<file path="src/rtl/exu_lsu_ctrl_pkg.sv">
// Shared definitions for the EXU load/store sequencer: access size codes,
// FSM state encoding and the default bus timeout.
package exu_lsu_ctrl_pkg;

    localparam int unsigned TIMEOUT_CYC_DEF = 256;

    // funct3 encodings; bits [1:0] carry the access size for loads and stores
    localparam logic [2:0] F3_B  = 3'b000;
    localparam logic [2:0] F3_H  = 3'b001;
    localparam logic [2:0] F3_W  = 3'b010;
    localparam logic [2:0] F3_BU = 3'b100;
    localparam logic [2:0] F3_HU = 3'b101;

    typedef enum logic [1:0] {
        SZ_B = 2'b00,
        SZ_H = 2'b01,
        SZ_W = 2'b10
    } mem_size_e;

    typedef enum logic [1:0] {
        IDLE = 2'b00,
        REQ  = 2'b01,
        RSP  = 2'b10
    } lsu_state_e;

    function automatic logic is_misaligned(input logic [1:0] size, input logic [1:0] off);
        case (size)
            SZ_H:    return off[0];
            SZ_W:    return off != 2'b00;
            default: return 1'b0;
        endcase
    endfunction

endpackage

</file>
<file path="src/rtl/exu_lsu_ctrl_if.sv">
// Single-outstanding req/gnt/rvalid data bus between the LSU (master) and memory (slave).
interface exu_lsu_ctrl_if;
    logic        req;
    logic        we;
    logic [31:0] addr;
    logic [3:0]  be;
    logic [31:0] wdata;
    logic        gnt;
    logic        rvalid;
    logic [31:0] rdata;

    modport master (output req, we, addr, be, wdata, input gnt, rvalid, rdata);
    modport slave  (input req, we, addr, be, wdata, output gnt, rvalid, rdata);
endinterface

</file>
<file path="src/rtl/exu_lsu_ctrl_lsu_data_align.sv">
// Combinational lane handling: store byte-enable/replication and load
// extraction with sign or zero extension.
module exu_lsu_ctrl_lsu_data_align
    import exu_lsu_ctrl_pkg::*;
(
    input  logic [1:0]  st_size,
    input  logic [1:0]  st_off,
    input  logic [31:0] st_data,
    output logic [3:0]  st_be,
    output logic [31:0] st_lane,
    input  logic [2:0]  ld_funct3,
    input  logic [1:0]  ld_off,
    input  logic [31:0] ld_rdata,
    output logic [31:0] ld_data
);
    logic [31:0] lane;

    always_comb begin
        st_be   = 4'b1111;
        st_lane = st_data;
        case (st_size)
            SZ_B: begin
                st_be   = 4'b0001 << st_off;
                st_lane = {4{st_data[7:0]}};
            end
            SZ_H: begin
                st_be   = 4'b0011 << st_off;
                st_lane = {2{st_data[15:0]}};
            end
            default: ;
        endcase
    end

    always_comb begin
        lane    = ld_rdata >> {ld_off, 3'b000};
        ld_data = lane;
        case (ld_funct3)
            F3_B:    ld_data = {{24{lane[7]}}, lane[7:0]};
            F3_H:    ld_data = {{16{lane[15]}}, lane[15:0]};
            F3_BU:   ld_data = {24'b0, lane[7:0]};
            F3_HU:   ld_data = {16'b0, lane[15:0]};
            default: ;
        endcase
    end

endmodule

</file>
<file path="src/rtl/exu_lsu_ctrl.sv">
// Load/store sequencer: runs one EXU memory request at a time on the data bus,
// stalls the pipeline until the response, and returns extended load data.
module exu_lsu_ctrl
    import exu_lsu_ctrl_pkg::*;
#(
    parameter int unsigned TIMEOUT_CYC = TIMEOUT_CYC_DEF
) (
    input  logic                 clk,
    input  logic                 rst,
    input  logic                 i_valid,
    input  logic                 i_mem_wen,
    input  logic                 i_mem_ren,
    input  logic [31:0]          i_mem_addr,
    input  logic [2:0]           i_funct3,
    input  logic [31:0]          i_wdata,
    input  logic [4:0]           i_rd_addr,
    output logic                 o_stall,
    exu_lsu_ctrl_if.master       bus,
    output logic                 o_wb_valid,
    output logic [4:0]           o_wb_addr,
    output logic [31:0]          o_wb_data,
    output logic                 o_misalign,
    output logic                 o_bus_err
);
    localparam int unsigned CW = $clog2(TIMEOUT_CYC) + 1;

    lsu_state_e    state;
    logic [CW-1:0] tmo_cnt;
    logic          bus_req_q;
    logic          cap_we;
    logic [31:0]   cap_addr;
    logic [3:0]    cap_be;
    logic [31:0]   cap_wdata;
    logic [2:0]    cap_funct3;
    logic [4:0]    cap_rd;

    logic          mem_op;
    logic          misaligned;
    logic          rsp_done;
    logic          tmo_hit;
    logic [3:0]    st_be;
    logic [31:0]   st_lane;
    logic [31:0]   ld_data;

    exu_lsu_ctrl_lsu_data_align u_lsu_data_align (
        .st_size   (i_funct3[1:0]),
        .st_off    (i_mem_addr[1:0]),
        .st_data   (i_wdata),
        .st_be     (st_be),
        .st_lane   (st_lane),
        .ld_funct3 (cap_funct3),
        .ld_off    (cap_addr[1:0]),
        .ld_rdata  (bus.rdata),
        .ld_data   (ld_data)
    );

    // Stall and the completion strobes are decided in the cycle the event is seen
    always_comb begin
        mem_op     = i_valid & (i_mem_wen | i_mem_ren);
        misaligned = is_misaligned(i_funct3[1:0], i_mem_addr[1:0]);
        rsp_done   = (state == RSP) & bus.rvalid;
        tmo_hit    = (state == RSP) & ~bus.rvalid & (tmo_cnt == CW'(TIMEOUT_CYC - 1));
        o_stall    = ((state == IDLE) & mem_op & ~misaligned) | (state == REQ) |
                     ((state == RSP) & ~rsp_done & ~tmo_hit);
        o_misalign = (state == IDLE) & mem_op & misaligned;
        o_bus_err  = tmo_hit;
        o_wb_valid = rsp_done & ~cap_we;
        o_wb_addr  = o_wb_valid ? cap_rd : '0;
        o_wb_data  = o_wb_valid ? ld_data : '0;
    end

    assign bus.req   = bus_req_q;
    assign bus.we    = cap_we;
    assign bus.addr  = {cap_addr[31:2], 2'b00};
    assign bus.be    = cap_be;
    assign bus.wdata = cap_wdata;

    always_ff @(posedge clk or posedge rst) begin
        if (rst) begin
            state      <= IDLE;
            tmo_cnt    <= '0;
            bus_req_q  <= 1'b0;
            cap_we     <= 1'b0;
            cap_addr   <= '0;
            cap_be     <= '0;
            cap_wdata  <= '0;
            cap_funct3 <= '0;
            cap_rd     <= '0;
        end else begin
            case (state)
                IDLE: begin
                    if (mem_op && !misaligned) begin
                        cap_we     <= i_mem_wen;
                        cap_addr   <= i_mem_addr;
                        cap_be     <= st_be;
                        cap_wdata  <= st_lane;
                        cap_funct3 <= i_funct3;
                        cap_rd     <= i_rd_addr;
                        bus_req_q  <= 1'b1;
                        state      <= REQ;
                    end
                end
                REQ: begin
                    if (bus.gnt) begin
                        bus_req_q <= 1'b0;
                        tmo_cnt   <= '0;
                        state     <= RSP;
                    end
                end
                RSP: begin
                    if (rsp_done || tmo_hit) begin
                        tmo_cnt <= '0;
                        state   <= IDLE;
                    end else begin
                        tmo_cnt <= tmo_cnt + 1'b1;
                    end
                end
                default: state <= IDLE;
            endcase
        end
    end

endmodule

</file>
<file path="src/flat_wrapper.sv">
// flat-port wrapper written by rule: the top's interface ports become plain ports
module exu_lsu_ctrl_flat import exu_lsu_ctrl_pkg::*;
#(
    parameter int unsigned TIMEOUT_CYC = TIMEOUT_CYC_DEF
)
  (clk, rst, i_valid, i_mem_wen, i_mem_ren, i_mem_addr, i_funct3, i_wdata, i_rd_addr, o_stall, o_wb_valid, o_wb_addr, o_wb_data, o_misalign, o_bus_err, bus_req, bus_we, bus_addr, bus_be, bus_wdata, bus_gnt, bus_rvalid, bus_rdata);
  exu_lsu_ctrl_if bus_i ();
  input  logic clk;
  input  logic rst;
  input  logic i_valid;
  input  logic i_mem_wen;
  input  logic i_mem_ren;
  input  logic [31:0] i_mem_addr;
  input  logic [2:0] i_funct3;
  input  logic [31:0] i_wdata;
  input  logic [4:0] i_rd_addr;
  output logic o_stall;
  output logic o_wb_valid;
  output logic [4:0] o_wb_addr;
  output logic [31:0] o_wb_data;
  output logic o_misalign;
  output logic o_bus_err;
  output wire logic [$bits(bus_i.req)-1:0] bus_req;
  output wire logic [$bits(bus_i.we)-1:0] bus_we;
  output wire logic [$bits(bus_i.addr)-1:0] bus_addr;
  output wire logic [$bits(bus_i.be)-1:0] bus_be;
  output wire logic [$bits(bus_i.wdata)-1:0] bus_wdata;
  input wire logic [$bits(bus_i.gnt)-1:0] bus_gnt;
  input wire logic [$bits(bus_i.rvalid)-1:0] bus_rvalid;
  input wire logic [$bits(bus_i.rdata)-1:0] bus_rdata;
  assign bus_req = bus_i.req;
  assign bus_we = bus_i.we;
  assign bus_addr = bus_i.addr;
  assign bus_be = bus_i.be;
  assign bus_wdata = bus_i.wdata;
  assign bus_i.gnt = bus_gnt;
  assign bus_i.rvalid = bus_rvalid;
  assign bus_i.rdata = bus_rdata;
  exu_lsu_ctrl #(.TIMEOUT_CYC(TIMEOUT_CYC)) u_core (.clk(clk), .rst(rst), .i_valid(i_valid), .i_mem_wen(i_mem_wen), .i_mem_ren(i_mem_ren), .i_mem_addr(i_mem_addr), .i_funct3(i_funct3), .i_wdata(i_wdata), .i_rd_addr(i_rd_addr), .o_stall(o_stall), .bus(bus_i), .o_wb_valid(o_wb_valid), .o_wb_addr(o_wb_addr), .o_wb_data(o_wb_data), .o_misalign(o_misalign), .o_bus_err(o_bus_err));
endmodule
</file>
<file path="config.mk">
export PLATFORM = sky130hd
export DESIGN_NAME = exu_lsu_ctrl_flat
export DESIGN_NICKNAME = d
export VERILOG_FILES = /design/src/rtl/exu_lsu_ctrl_pkg.sv /design/src/rtl/exu_lsu_ctrl_if.sv /design/src/rtl/exu_lsu_ctrl_lsu_data_align.sv /design/src/rtl/exu_lsu_ctrl.sv /design/src/flat_wrapper.sv
export SDC_FILE = /design/constraint.sdc
export NUM_CORES = 1
export LEC_CHECK = 0
export ABC_AREA = 0
export ABC_CLOCK_PERIOD_IN_PS = 6900
export CORE_ASPECT_RATIO = 0.5
export CORE_MARGIN = 3
export CORE_UTILIZATION = 48
export CTS_BUF_LIST = sky130_fd_sc_hd__clkbuf_2 sky130_fd_sc_hd__clkbuf_4 sky130_fd_sc_hd__clkbuf_8
export DETAILED_ROUTE_END_ITERATION = 10
export HOLD_SLACK_MARGIN = 0.1
export PLACE_DENSITY = 0.89
export REMOVE_ABC_BUFFERS = 1
export SYNTH_ARGS = -nofsm -noshare
export SYNTH_HDL_FRONTEND = slang
export SYNTH_HIERARCHICAL = 1
export SYNTH_SLANG_ARGS = --single-unit
</file>
<file path="constraint.sdc">
create_clock -name clk -period 6.9 [get_ports clk]
set_input_delay 1.035 -clock clk [delete_from_list [all_inputs] [get_ports clk]]
set_output_delay 1.035 -clock clk [all_outputs]
set_load 0.01 [all_outputs]
</file>
==> summary.md <==
| Metric | Value |
|---|---|
| Status | `completed` |
| CTS root buffer | `sky130_fd_sc_hd__clkbuf_8` |
| Total leakage power | `2.99 nW` |
| Part of the cycle the worst path needs | `0.690` |
| Number of optimization iterations in the first detailed-route pass | `4` |
| Average routed wire per standard cell | `17.3 um` |
| CTS HTree Levels | `3` |
| Number of antenna repair diodes | `0` |
| Initial core utilization | `0.506` |
| CP max FO | `15` |
| Type of destination of the critical path | `output port` |
| Weighted congestion reported at the end of routability-driven placement | `0.847` |
| Data required, critical path | `5.86 ns` |
| CTS tree | `yes` |
| Pin count of the biggest net entering global routing | `79` |
| Crit Path Class | `in2out` |
| Routed vias | `4,162` |
| Netlist area before placement | `5300 um^2` |
| CP bufs+invs | `3` |
| Clock latency on the worst-skew pair | `0.36 ns` |
| Via count of the first global-routing pass | `4,124` |
| Depth of the critical timing path with buffers and inverters included | `6` |
| Worst Hold Slack | `0.481 ns` |
| Critical path's most frequent cell | `sky130_fd_sc_hd__clkdlybuf4s50_1` |
| Worst-margin pin slew | `1.02 ns` |
| Hold-fix buffers at CTS | `0` |
| Top achievable clock speed | `210 MHz` |
| Reg2reg end | `u_core/cap_addr[31]` |
| Most frequent cell after synthesis | `sky130_fd_sc_hd__dfrtp_1` |
| Area fraction of the dominant cell type after synthesis | `0.421` |
| Area growth, synth to finish | `40.7%` |
| Antenna violations before repair | `0` |
| Reg2reg setup slack | `4.73 ns` |
| Top cell type by total area after synthesis | `sky130_fd_sc_hd__dfrtp_1` |
| Minimum clock period | `4.76 ns` |
| Launching instance or port of the critical path | `i_funct3[0]` |
| Setup repair after global routing missed its margin | `false` |
| Core area | `10,500 um^2` |
| Seq/Total Area, Yosys | `0.421` |
| Cell at the slowest stage of the critical path | `sky130_fd_sc_hd__clkdlybuf4s50_1` |
| Most frequent cells after synthesis | `89 x sky130_fd_sc_hd__dfrtp_1, 75 x sky130_fd_sc_hd__mux2_2, 43 x sky130_fd_sc_hd__buf_4` |
| Number of top-level pins | `222` |
| Cells after Synth | `480` |
| Largest cells by area after synthesis | `sky130_fd_sc_hd__dfrtp_1 42%, sky130_fd_sc_hd__mux2_2 16%, sky130_fd_sc_hd__buf_4 6.1%` |
| Post-detailed-route via-to-cell ratio | `5.26` |
| Setup TNS after final layout | `0 ns` |
| Top flip-flop cell by instance count after synthesis | `sky130_fd_sc_hd__dfrtp_1` |
| Maximum count of clock buffers along a single path | `2` |
| Count of maximum capacitance violations | `0` |
| Critical path, cell by cell | `clkdlybuf4s50_1 -> inv_1 -> ha_1 -> a21oi_1 -> nor4b_1 -> clkdlybuf4s50_1` |
| Die extent in x | `155 um` |
| Type of the tightest min-delay check | `reg2reg` |
| Final Hold Violating Endpoints | `0` |
| DRC violations left | `0` |
| Final worst setup slack | `2.14 ns` |
| Count of endpoints failing setup in the final report | `0` |
| Clock skew | `0.00610 ns` |
| Mapped Avg Cell Area | `11.0 um^2` |
| Starting DRT DRC Count | `211` |
| Die Area | `12,400 um^2` |
| Reg-to-Reg Start | `u_core/state[0]` |
| Total power density per cell area | `358 nW/um^2` |
| Final max-slew violation count | `0` |
| Hold Path Cell Cnt | `1` |
| DP HPWL | `10,100 um` |
| Number of flops mapped to enable cells by yosys | `0` |
| Wire length of the first global-routing pass | `21,800 um` |
| Total congestion overflow | `0` |
| All-Layer GR Usage | `0.219` |
| Final nets | `762` |
| Share of post-route cells with drive strength above 1 | `0.179` |
| Distinct cells, synth | `46` |
| CTS buffer count | `9` |
| Termination of the worst setup path | `o_misalign` |
| # resized after CTS | `0` |
| Buffers inserted by post-CTS timing repair | `0` |
| Number of register bits inferred by synthesis | `89` |
| Aggregate routed wire length | `13,700 um` |
| Core Rows | `26` |
| Critical path launch point type | `primary input` |
| Placement-stage worst setup slack | `2.14 ns` |
| Max IR drop VDD | `0.241 mV` |
| Antenna Nets Post-Route | `0` |
| Worst-path clk slew | `0.08 ns` |
| Arrival time of the worst setup path | `3.72 ns` |
| Cell family contributing the most delay on the critical path | `buffers and inverters` |
| IO buf count | `219` |
| Sink count of the clock tree | `89` |
| Yosys warning count | `6` |
| Reg2reg path depth | `3` |
| Ys async rst share | `1.00` |
| Die height | `80.3 um` |
| Critical path's largest stage delay | `0.98 ns` |
| Headroom to the max-slew limit | `0.320` |
[layout make-up]
cell class	count	area, um^2
flip-flops and latches	89	2230
well taps	140	175
inverters	7	27.5
repair buffers	224	2230
clock buffers	14	180
fillers	746	3020
multi-input cells	316	2580
clock inverters	2	35.0
[power breakdown]
group          switching (mW)  internal, mW
sequential              0.165         0.761
clock                   0.175         0.205
combinational           0.578         0.786
total                   0.919          1.75
[kinds of logic after synthesis]
kind of cell             synth area share
buffers and inverters              0.0938
multiplexers                        0.251
AND/OR/NAND/NOR                     0.118
XOR/XNOR                          0.00992
flip-flops                          0.421
adder cells (fa/ha/maj)           0.00945
AO/OA/AOI/OAI                      0.0971
other                            0.000708
[metrics by stage]
step | power (mW) | area [um^2] | instances | util
floorplan | 1.62 | 4830 | 412 | -
global placement | 2.26 | 7240 | 776 | 0.691
detailed placement | 2.31 | 7240 | 776 | 0.691
CTS | 2.70 | 7450 | 792 | 0.711
global route | 2.84 | 7450 | 792 | 0.711
finish | 2.67 | 7450 | 792 | 0.711
[worst min path at each step]
stage | from | end | slack, ns
4_1_cts | u_core/cap_rd[2] | u_core/cap_rd[2] | 0.49
6_report | u_core/cap_rd[2] | u_core/cap_rd[2] | 0.48
2_1_floorplan | u_core/cap_rd[0] | u_core/cap_rd[0] | 0.45
3_3_place_gp | u_core/cap_rd[3] | u_core/cap_rd[3] | 0.46
5_1_grt | u_core/cap_rd[3] | u_core/cap_rd[3] | 0.50
3_5_place_dp | u_core/cap_rd[2] | u_core/cap_rd[2] | 0.47
[state kept, by name (all words and copies together), names as in the netlist]
| signal | count |
|---|---|
| u_core/tmo_cnt | 9 |
| u_core/cap_addr | 32 |
| u_core/bus.wdata | 32 |
| u_core/bus.req | 1 |
| u_core/cap_funct3 | 3 |
| u_core/state | 2 |
| u_core/bus.we | 1 |
| u_core/cap_rd | 5 |
| u_core/bus.be | 4 |
[layout by cell type (no fill, tap or decap), types with 4 or more instances in the layout]
cell / n
sky130_fd_sc_hd__xnor2_1: 6
sky130_fd_sc_hd__clkbuf_8: 12
sky130_fd_sc_hd__mux2_2: 75
sky130_fd_sc_hd__mux2i_1: 24
sky130_fd_sc_hd__buf_4: 5
sky130_fd_sc_hd__nand3_1: 4
sky130_fd_sc_hd__ha_1: 4
sky130_fd_sc_hd__a21oi_1: 28
sky130_fd_sc_hd__or2_2: 10
sky130_fd_sc_hd__o2bb2ai_1: 9
sky130_fd_sc_hd__o22ai_1: 8
sky130_fd_sc_hd__inv_1: 6
sky130_fd_sc_hd__dfrtp_1: 89
sky130_fd_sc_hd__nand2b_1: 4
sky130_fd_sc_hd__a211oi_1: 10
sky130_fd_sc_hd__clkdlybuf4s50_1: 219
sky130_fd_sc_hd__and2_1: 38
sky130_fd_sc_hd__nand2_1: 16
sky130_fd_sc_hd__nor2_1: 12
sky130_fd_sc_hd__mux2_1: 19
sky130_fd_sc_hd__o21ai_0: 15
sky130_fd_sc_hd__nor2b_1: 9
[layer usage]
layer  GRT usage  vias up  part of all wire
met5           0        -                 0
met4      0.0573        0             0.013
met3      0.0479       13             0.053
met2       0.404      117              0.52
met1       0.262     2044              0.41
li1            -     1988                 -
No activity file was read; power rests on OpenSTA's default activity.
